--- config.mk ---
export PLATFORM = sky130hd
export DESIGN_NAME = ms_port_ctrl
export DESIGN_NICKNAME = d
export VERILOG_FILES = /design/src/rtl/ms_port_ctrl.sv
export SDC_FILE = /design/constraint.sdc
export NUM_CORES = 1
export LEC_CHECK = 0
export ABC_AREA = 0
export BUFFER_PORTS_ARGS = -buffer_cell sky130_fd_sc_hd__clkbuf_2
export CORE_MARGIN = 3
export CORE_UTILIZATION = 55
export CTS_CLUSTER_SIZE = 25
export DETAILED_ROUTE_END_ITERATION = 8
export HOLD_SLACK_MARGIN = 0.05
export MAX_ROUTING_LAYER = met4
export PLACE_DENSITY = 0.72
export SYNTH_ARGS = -nofsm -noshare
export SYNTH_HDL_FRONTEND = slang
export SYNTH_SLANG_ARGS = --single-unit
export TNS_END_PERCENT = 10
--- constraint.sdc ---
create_clock -name clk -period 25.3 [get_ports clk]
set_input_delay 2.53 -clock clk [delete_from_list [all_inputs] [get_ports clk]]
set_output_delay 2.53 -clock clk [all_outputs]
set_load 0.02 [all_outputs]
--- src/rtl/ms_port_ctrl.sv ---
// ms_port_ctrl
// 32x16 I/O port register bank on the MaquinaSencilla port bus
// (dirport/inport/outport/we). A host/debug requester such as a loader or
// monitor shares the bank through a req/gnt/done handshake.
// The bank has a single write port. A CPU write is never delayed. A host write
// that meets a CPU write is deferred. If the collision persists for MAX_WAIT
// cycles, ms_hold asks the CPU to stop writing so the host write can land.

module ms_port_ctrl #(
  parameter logic [15:0] INIT0    = 16'd2,  // reset value of port 0
  parameter logic [15:0] INIT1    = 16'd4,  // reset value of port 1
  parameter int unsigned MAX_WAIT = 4       // deferred cycles before ms_hold (1..15)
) (
  input  logic        clk,
  input  logic        reset,
  // CPU port bus
  input  logic [4:0]  dirport,
  input  logic [15:0] outport,
  input  logic        we,
  output logic [15:0] inport,
  output logic        ms_hold,
  // host requester
  input  logic        h_req,
  input  logic        h_we,
  input  logic [4:0]  h_addr,
  input  logic [15:0] h_wdata,
  output logic        h_gnt,
  output logic        h_done,
  output logic [15:0] h_rdata,
  // statistics
  output logic [15:0] conflict_cnt
);

  localparam int unsigned NUM_PORTS    = 32;
  localparam logic [3:0]  MAX_WAIT_CNT = 4'(MAX_WAIT);
  localparam logic [15:0] CNT_SAT      = 16'hFFFF;

  typedef enum logic [1:0] {
    ST_IDLE,
    ST_ACC,
    ST_WAIT,
    ST_DONE
  } state_e;

  // ---------------------------------------------------------------------------
  // State
  // ---------------------------------------------------------------------------
  state_e      state_q;

  // Host transaction captured at the h_req edge. These fields stay fixed
  // while the transaction runs, whatever the h_* pins do after capture.
  logic        h_we_q;
  logic [4:0]  h_addr_q;
  logic [15:0] h_wdata_q;

  // Registered handshake outputs
  logic        h_gnt_q;
  logic        h_done_q;
  logic        ms_hold_q;
  logic [15:0] h_rdata_q;

  // Counters
  logic [3:0]  wait_cnt_q;
  logic [3:0]  wait_cnt_d;
  logic [15:0] conflict_cnt_q;
  logic [15:0] conflict_cnt_d;

  // Port register bank
  logic [15:0] bank_q [NUM_PORTS];

  // Single write port arbitration
  logic        host_wr_d;
  logic        bank_we_d;
  logic [4:0]  bank_waddr_d;
  logic [15:0] bank_wdata_d;

  // ---------------------------------------------------------------------------
  // Next-value logic: saturating counters and write-port mux
  // ---------------------------------------------------------------------------

  // Saturating increments for the wait and conflict counters, and the write-port
  // mux. A CPU write always wins. The host writes only in ACC or WAIT, and
  // only in a cycle when the CPU leaves the port free.
  always_comb begin
    // NOTE: every output of a combinational block gets a default value first,
    // so a path that does not assign it cannot infer a latch.
    wait_cnt_d     = wait_cnt_q;
    conflict_cnt_d = conflict_cnt_q;
    host_wr_d      = 1'b0;
    bank_we_d      = 1'b0;
    bank_waddr_d   = dirport;
    bank_wdata_d   = outport;

    if (wait_cnt_q != MAX_WAIT_CNT) begin
      wait_cnt_d = wait_cnt_q + 4'd1;
    end

    if (conflict_cnt_q != CNT_SAT) begin
      conflict_cnt_d = conflict_cnt_q + 16'd1;
    end

    host_wr_d = h_we_q && !we && ((state_q == ST_ACC) || (state_q == ST_WAIT));

    if (we) begin
      bank_we_d    = 1'b1;
      bank_waddr_d = dirport;
      bank_wdata_d = outport;
    end else if (host_wr_d) begin
      bank_we_d    = 1'b1;
      bank_waddr_d = h_addr_q;
      bank_wdata_d = h_wdata_q;
    end
  end

  // ---------------------------------------------------------------------------
  // Port register bank
  // ---------------------------------------------------------------------------

  // Bank storage: ports 0 and 1 reset to INIT0/INIT1, the rest to zero.
  // At most one write per cycle.
  always_ff @(posedge clk or posedge reset) begin
    // NOTE: this bank has architected reset values, so it is built from flops
    // and reset in full. A storage array without reset values would be left
    // out of the reset branch, so that it can map to RAM.
    if (reset) begin
      for (int i = 0; i < NUM_PORTS; i++) begin
        bank_q[i] <= (i == 0) ? INIT0 : (i == 1) ? INIT1 : 16'd0;
      end
    end else if (bank_we_d) begin
      bank_q[bank_waddr_d] <= bank_wdata_d;
    end
  end

  // CPU read path. It has no bypass: a same-cycle write shows up only after the edge.
  assign inport = bank_q[dirport];

  // ---------------------------------------------------------------------------
  // Host handshake FSM
  // ---------------------------------------------------------------------------

  // Host handshake FSM. It drives registered gnt/done/hold, the captured request,
  // read data, the wait counter and the conflict counter.
  always_ff @(posedge clk or posedge reset) begin
    // NOTE: sequential state uses non-blocking assignments only. Every flop
    // then samples pre-edge values, which is what gives the ACC read its
    // old-value semantics against a CPU write in the same cycle.
    if (reset) begin
      state_q        <= ST_IDLE;
      h_we_q         <= 1'b0;
      h_addr_q       <= 5'd0;
      h_wdata_q      <= 16'd0;
      h_gnt_q        <= 1'b0;
      h_done_q       <= 1'b0;
      ms_hold_q      <= 1'b0;
      h_rdata_q      <= 16'd0;
      wait_cnt_q     <= 4'd0;
      conflict_cnt_q <= 16'd0;
    end else begin
      case (state_q)
        ST_IDLE: begin
          if (h_req) begin
            h_we_q    <= h_we;
            h_addr_q  <= h_addr;
            h_wdata_q <= h_wdata;
            h_gnt_q   <= 1'b1;
            state_q   <= ST_ACC;
          end
        end

        ST_ACC: begin
          if (!h_we_q) begin
            // Old value: any CPU write at this edge lands after the sample.
            h_rdata_q <= bank_q[h_addr_q];
            h_done_q  <= 1'b1;
            state_q   <= ST_DONE;
          end else if (!we) begin
            // The write port is free, so the bank takes the host data at this edge.
            h_done_q <= 1'b1;
            state_q  <= ST_DONE;
          end else begin
            // The CPU owns the single write port, whatever address it targets.
            wait_cnt_q <= 4'd1;
            ms_hold_q  <= (MAX_WAIT_CNT == 4'd1);
            state_q    <= ST_WAIT;
          end
        end

        ST_WAIT: begin
          conflict_cnt_q <= conflict_cnt_d;
          if (!we) begin
            // The port has come free, so the deferred host write lands at this edge.
            wait_cnt_q <= 4'd0;
            ms_hold_q  <= 1'b0;
            h_done_q   <= 1'b1;
            state_q    <= ST_DONE;
          end else begin
            wait_cnt_q <= wait_cnt_d;
            ms_hold_q  <= (wait_cnt_d == MAX_WAIT_CNT);
          end
        end

        ST_DONE: begin
          h_gnt_q  <= 1'b0;
          h_done_q <= 1'b0;
          state_q  <= ST_IDLE;
        end

        default: begin
          h_gnt_q    <= 1'b0;
          h_done_q   <= 1'b0;
          ms_hold_q  <= 1'b0;
          wait_cnt_q <= 4'd0;
          state_q    <= ST_IDLE;
        end
      endcase
    end
  end

  assign h_gnt        = h_gnt_q;
  assign h_done       = h_done_q;
  assign h_rdata      = h_rdata_q;
  assign ms_hold      = ms_hold_q;
  assign conflict_cnt = conflict_cnt_q;

endmodule

==> impl_metrics.json <==
{
  "status": "finished clean",
  "switching_power_w": 0.00159,
  "clock_insertion_delay_at_the_later_pin_of_the_skew_report_ps": 630,
  "cp_cell_sequence": "clkbuf_8 > buf_4 > buf_4 > mux4_2 > mux4_2 > mux2_2 > clkbuf_2",
  "drtIter0Drc": 1514,
  "power_leakage_nw": 14.9,
  "timing_hold_violations_final": 0,
  "number_of_flops_mapped_to_enable_cells_by_yosys": 0,
  "core_um2": 54300,
  "crit_path_max_incr_delay_ps": 890,
  "path_class": "in -> out",
  "layout.nets": 2186,
  "clkSlewWorstSetupHoldPaths_ps": 60,
  "comb_power_share_pct": 40.5,
  "power.share.clock_pct": 20.7,
  "gr-total-overflow": 0,
  "placedInstanceArea_um2": 31400,
  "nFillCells": 4119,
  "cell_at_the_root_of_the_clock_tree": "sky130_fd_sc_hd__clkbuf_16",
  "route.detailed.drc": 0,
  "cts_hold_buf": 0,
  "h-tree-depth": 2,
  "path_buf_inv": 4,
  "intPower_w": 0.00279,
  "drt-total-wl_mm": 82.7,
  "finalWeightedCongestion": 0.817,
  "area_delta_synth_final_pct": 9.59,
  "flop_pwr_share_pct": 38.7,
  "multi_input_comb_area_um2": 15200,
  "finClkSkew_ps": 11.0,
  "dpl.hpwl_mm": 47.7,
  "synth.top_cells.by_area": "sky130_fd_sc_hd__dfrtp_1 (47%), sky130_fd_sc_hd__mux2_2 (21%), sky130_fd_sc_hd__mux4_2 (12%)",
  "netlist_instances": 2135,
  "tritoncts.num_buffers": 59,
  "first_pass_iters": 5,
  "post-route-cell-area_um2": 33400,
  "yosysWarningCount": 0,
  "fp.dieW_um": 241,
  "worstPathArrival_ps": 6440,
  "largest_net_degree_at_the_start_of_global_routing": 157,
  "yosysTopAreaCell": "sky130_fd_sc_hd__dfrtp_1",
  "start_util_pct": 56.1,
  "share_of_yosys_cell_area_claimed_by_the_top_area_cell_type_pct": 47.0,
  "syn_nets": 2190,
  "die_area_um2": 58300,
  "synth_seq_area_share_pct": 47.2,
  "number_of_pins_exceeding_their_max_slew_limit_in_the_final_report": 0,
  "maxcap_violations": 0,
  "synth-async-reset-ratio_pct": 100,
  "slowest_stage": "sky130_fd_sc_hd__buf_4",
  "dr_total_vias": 19473,
  "switching_share_pct": 36.3,
  "tightestPinTransition_ps": 1150,
  "slew_headroom_pct": 23.4,
  "first_global_vias": 20502,
  "ys.flop_type": "sky130_fd_sc_hd__dfrtp_1",
  "period_minus_slack_ps": 8970,
  "postSynthRegisterBits": 575,
  "timing.setup.tns_ps": 0,
  "cpLargestDelayFamily": "buffers and inverters",
  "timing.final.setup_violations": 0,
  "chipHeight_um": 241,
  "cts_post_setup_buffers_inserted": 0,
  "drive_above_1_share_pct": 46.2,
  "worstSetupEndpointType": "output port",
  "worst_hold_path_type": "reg -> reg",
  "buffer_ports.inserted": 97,
  "placement_rows": 85,
  "clock_tree_from_tritoncts": "yes",
  "cts-root-to-sink-buffers": 3,
  "syn-cell-area_um2": 30500,
  "drt.antenna.violating_nets": 0,
  "worst_setup_path_start_kind": "input port",
  "powerDensity_nw_per_um2": 131,
  "clock.fmax_mhz": 111,
  "syn_avg_cell_area_um2": 14.3,
  "viasPerCell": 6.67,
  "synth.lib_cells_used.distinct": 52,
  "antenna-diode-count": 0,
  "global_route.usage.total_pct": 30.1,
  "grt_pass1_wl_mm": 127,
  "cts.sink_count": 575,
  "unrepaired_setup_endpoints_after_global_routing": "no",
  "routedWlPerCell_um": 28.3,
  "ff_latch_area_um2": 14400,
  "worstPathMaxFanout": 48,
  "cp_required_ps": 22770,
  "post-route-period-util_pct": 35.5,
  "antenna_found_initial": 0,
  "ir_worst_vdd_v": 0.000194,
  "io-pin-count": 98,
  "cts_resized": 0
}
==> area by class of cell <==
type / instances / area share, %
multi-input combinational: 1350 / 45.5
inverter: 9 / 0.124
sequential: 575 / 43.1
clock inverter: 27 / 0.760
timing repair buffer: 136 / 2.45
clock buffer: 84 / 5.34
tap: 739 / 2.77
==> worst register-to-register path: stages, from the launching register on <==
cell and delay, ps:
sky130_fd_sc_hd__dfrtp_1 430, sky130_fd_sc_hd__inv_1 120, sky130_fd_sc_hd__ha_1 420, sky130_fd_sc_hd__nand3b_2 150, sky130_fd_sc_hd__buf_4 400, sky130_fd_sc_hd__mux2i_1 670
sky130_fd_sc_hd__nor2b_1 670, sky130_fd_sc_hd__nand2_2 670, sky130_fd_sc_hd__mux2_2 490
==> synth_stat cells, types with 8 or more instances <==
cell	count
sky130_fd_sc_hd__a21oi_1	38
sky130_fd_sc_hd__mux4_2	160
sky130_fd_sc_hd__o22ai_1	16
sky130_fd_sc_hd__a22o_1	32
sky130_fd_sc_hd__nand2_2	14
sky130_fd_sc_hd__ha_1	8
sky130_fd_sc_hd__mux2i_1	257
sky130_fd_sc_hd__o21ai_0	8
sky130_fd_sc_hd__nor2_1	14
sky130_fd_sc_hd__mux2_2	567
sky130_fd_sc_hd__a22oi_1	64
sky130_fd_sc_hd__inv_1	9
sky130_fd_sc_hd__nand3_1	8
sky130_fd_sc_hd__dfrtp_1	573
sky130_fd_sc_hd__xnor2_1	14
sky130_fd_sc_hd__buf_1	9
sky130_fd_sc_hd__buf_2	73
sky130_fd_sc_hd__nand2_1	40
sky130_fd_sc_hd__o41ai_1	16
sky130_fd_sc_hd__clkbuf_1	106
sky130_fd_sc_hd__a221oi_1	33
==> per-stage QoR <==
stage	util (%)	instances	worst slack [ps]	hold slack [ps]	power [W]
3_3_place_gp	57.7	2809	16280	485	0.00338
4_1_cts	61.5	2920	16230	498	0.00438
6_report	61.5	2920	16330	498	0.00438
3_5_place_dp	57.7	2809	16210	478	0.00346
2_1_floorplan	-	2135	6690	475	0.00296
5_1_grt	61.5	2920	16000	515	0.00461
==> path summary, 6_finish.rpt <==
kind | start | end | slack, ps | cells past startpoint
worst max-delay path | dirport[0] | inport[2] | 16330 | 7
worst min-delay path | h_rdata[0]$_DFFE_PP0P_ | h_rdata[0]$_DFFE_PP0P_ | 500 | 2
worst max register to register | state_q[0]$_DFFE_PP0P_ | bank_q[396]$_DFFE_PP0P_ | 21170 | 8
worst min register to register | h_rdata[0]$_DFFE_PP0P_ | h_rdata[0]$_DFFE_PP0P_ | 500 | 2
max in group asynchronous | reset | bank_q[184]$_DFFE_PP0P_ | 20820 | 4
min in group asynchronous | reset | h_wdata_q[2]$_DFFE_PP0P_ | 2070 | 2
==> state kept, by name, indices dropped and copies added, names as in the netlist <==
signal and flops:
ms_hold 1, h_gnt 1, h_addr_q 5, h_rdata 16, h_done 1, conflict_cnt 16, h_wdata_q 16, bank_q 512
h_we_q 1, wait_cnt_q 4, state_q 2
==> routing by layer <==
layer / global-route usage (%) / wire length, µm
met5: - / 0
met4: 11.4 / 3140
met3: 3.96 / 5490
met2: 47.7 / 39900
met1: 40.2 / 34100
==> cell usage in the layout (no fill, tap or decap), types with 3 or more instances in the layout <==
cell type and instances:
sky130_fd_sc_hd__and3_1 4, sky130_fd_sc_hd__dfrtp_1 572, sky130_fd_sc_hd__xor2_1 3, sky130_fd_sc_hd__nor3_1 3, sky130_fd_sc_hd__nor2b_1 3, sky130_fd_sc_hd__a22oi_1 64, sky130_fd_sc_hd__ha_1 8, sky130_fd_sc_hd__clkinv_2 17
sky130_fd_sc_hd__buf_4 37, sky130_fd_sc_hd__nor3_4 3, sky130_fd_sc_hd__clkinv_4 3, sky130_fd_sc_hd__and2_1 4, sky130_fd_sc_hd__clkbuf_2 93, sky130_fd_sc_hd__a31oi_1 3, sky130_fd_sc_hd__nand3_1 8, sky130_fd_sc_hd__nand2_2 14
sky130_fd_sc_hd__o22ai_1 16, sky130_fd_sc_hd__mux4_2 160, sky130_fd_sc_hd__clkbuf_8 18, sky130_fd_sc_hd__o41ai_1 16, sky130_fd_sc_hd__nand4_1 7, sky130_fd_sc_hd__nor2_1 11, sky130_fd_sc_hd__nand2_1 40, sky130_fd_sc_hd__clkbuf_1 6
sky130_fd_sc_hd__a21oi_1 38, sky130_fd_sc_hd__o21ai_0 8, sky130_fd_sc_hd__mux2i_1 257, sky130_fd_sc_hd__mux2_2 567, sky130_fd_sc_hd__a22o_1 32, sky130_fd_sc_hd__a221oi_1 33, sky130_fd_sc_hd__xnor2_1 14, sky130_fd_sc_hd__clkinvlp_4 3
sky130_fd_sc_hd__nand2b_1 5, sky130_fd_sc_hd__clkbuf_16 61, sky130_fd_sc_hd__inv_1 8, sky130_fd_sc_hd__bufinv_16 4
==> cells by family after synthesis <==
logic type                 after synthesis  share of synthesized area, %
muxes                                  989                          41.5
DFF                                    575                          47.2
and+or+nand+nor                        121                          2.15
AOI/OAI and AO/OA                      215                          5.20
adders and majority gates                8                         0.328
xor gates and xnor gates                17                         0.489
buffers and inverters                  210                          3.12
==> power groups by stage <==
stage                     clock [W]  combinational, W  sequential (W)
after CTS                  0.000923           0.00177         0.00169
after floorplan                   0           0.00137         0.00159
after global routing       0.000961           0.00189         0.00175
final                      0.000908           0.00177         0.00170
after detailed placement          0           0.00176         0.00170
after global placement            0           0.00171         0.00168
Note: power is estimated with default switching activity, not from simulation.
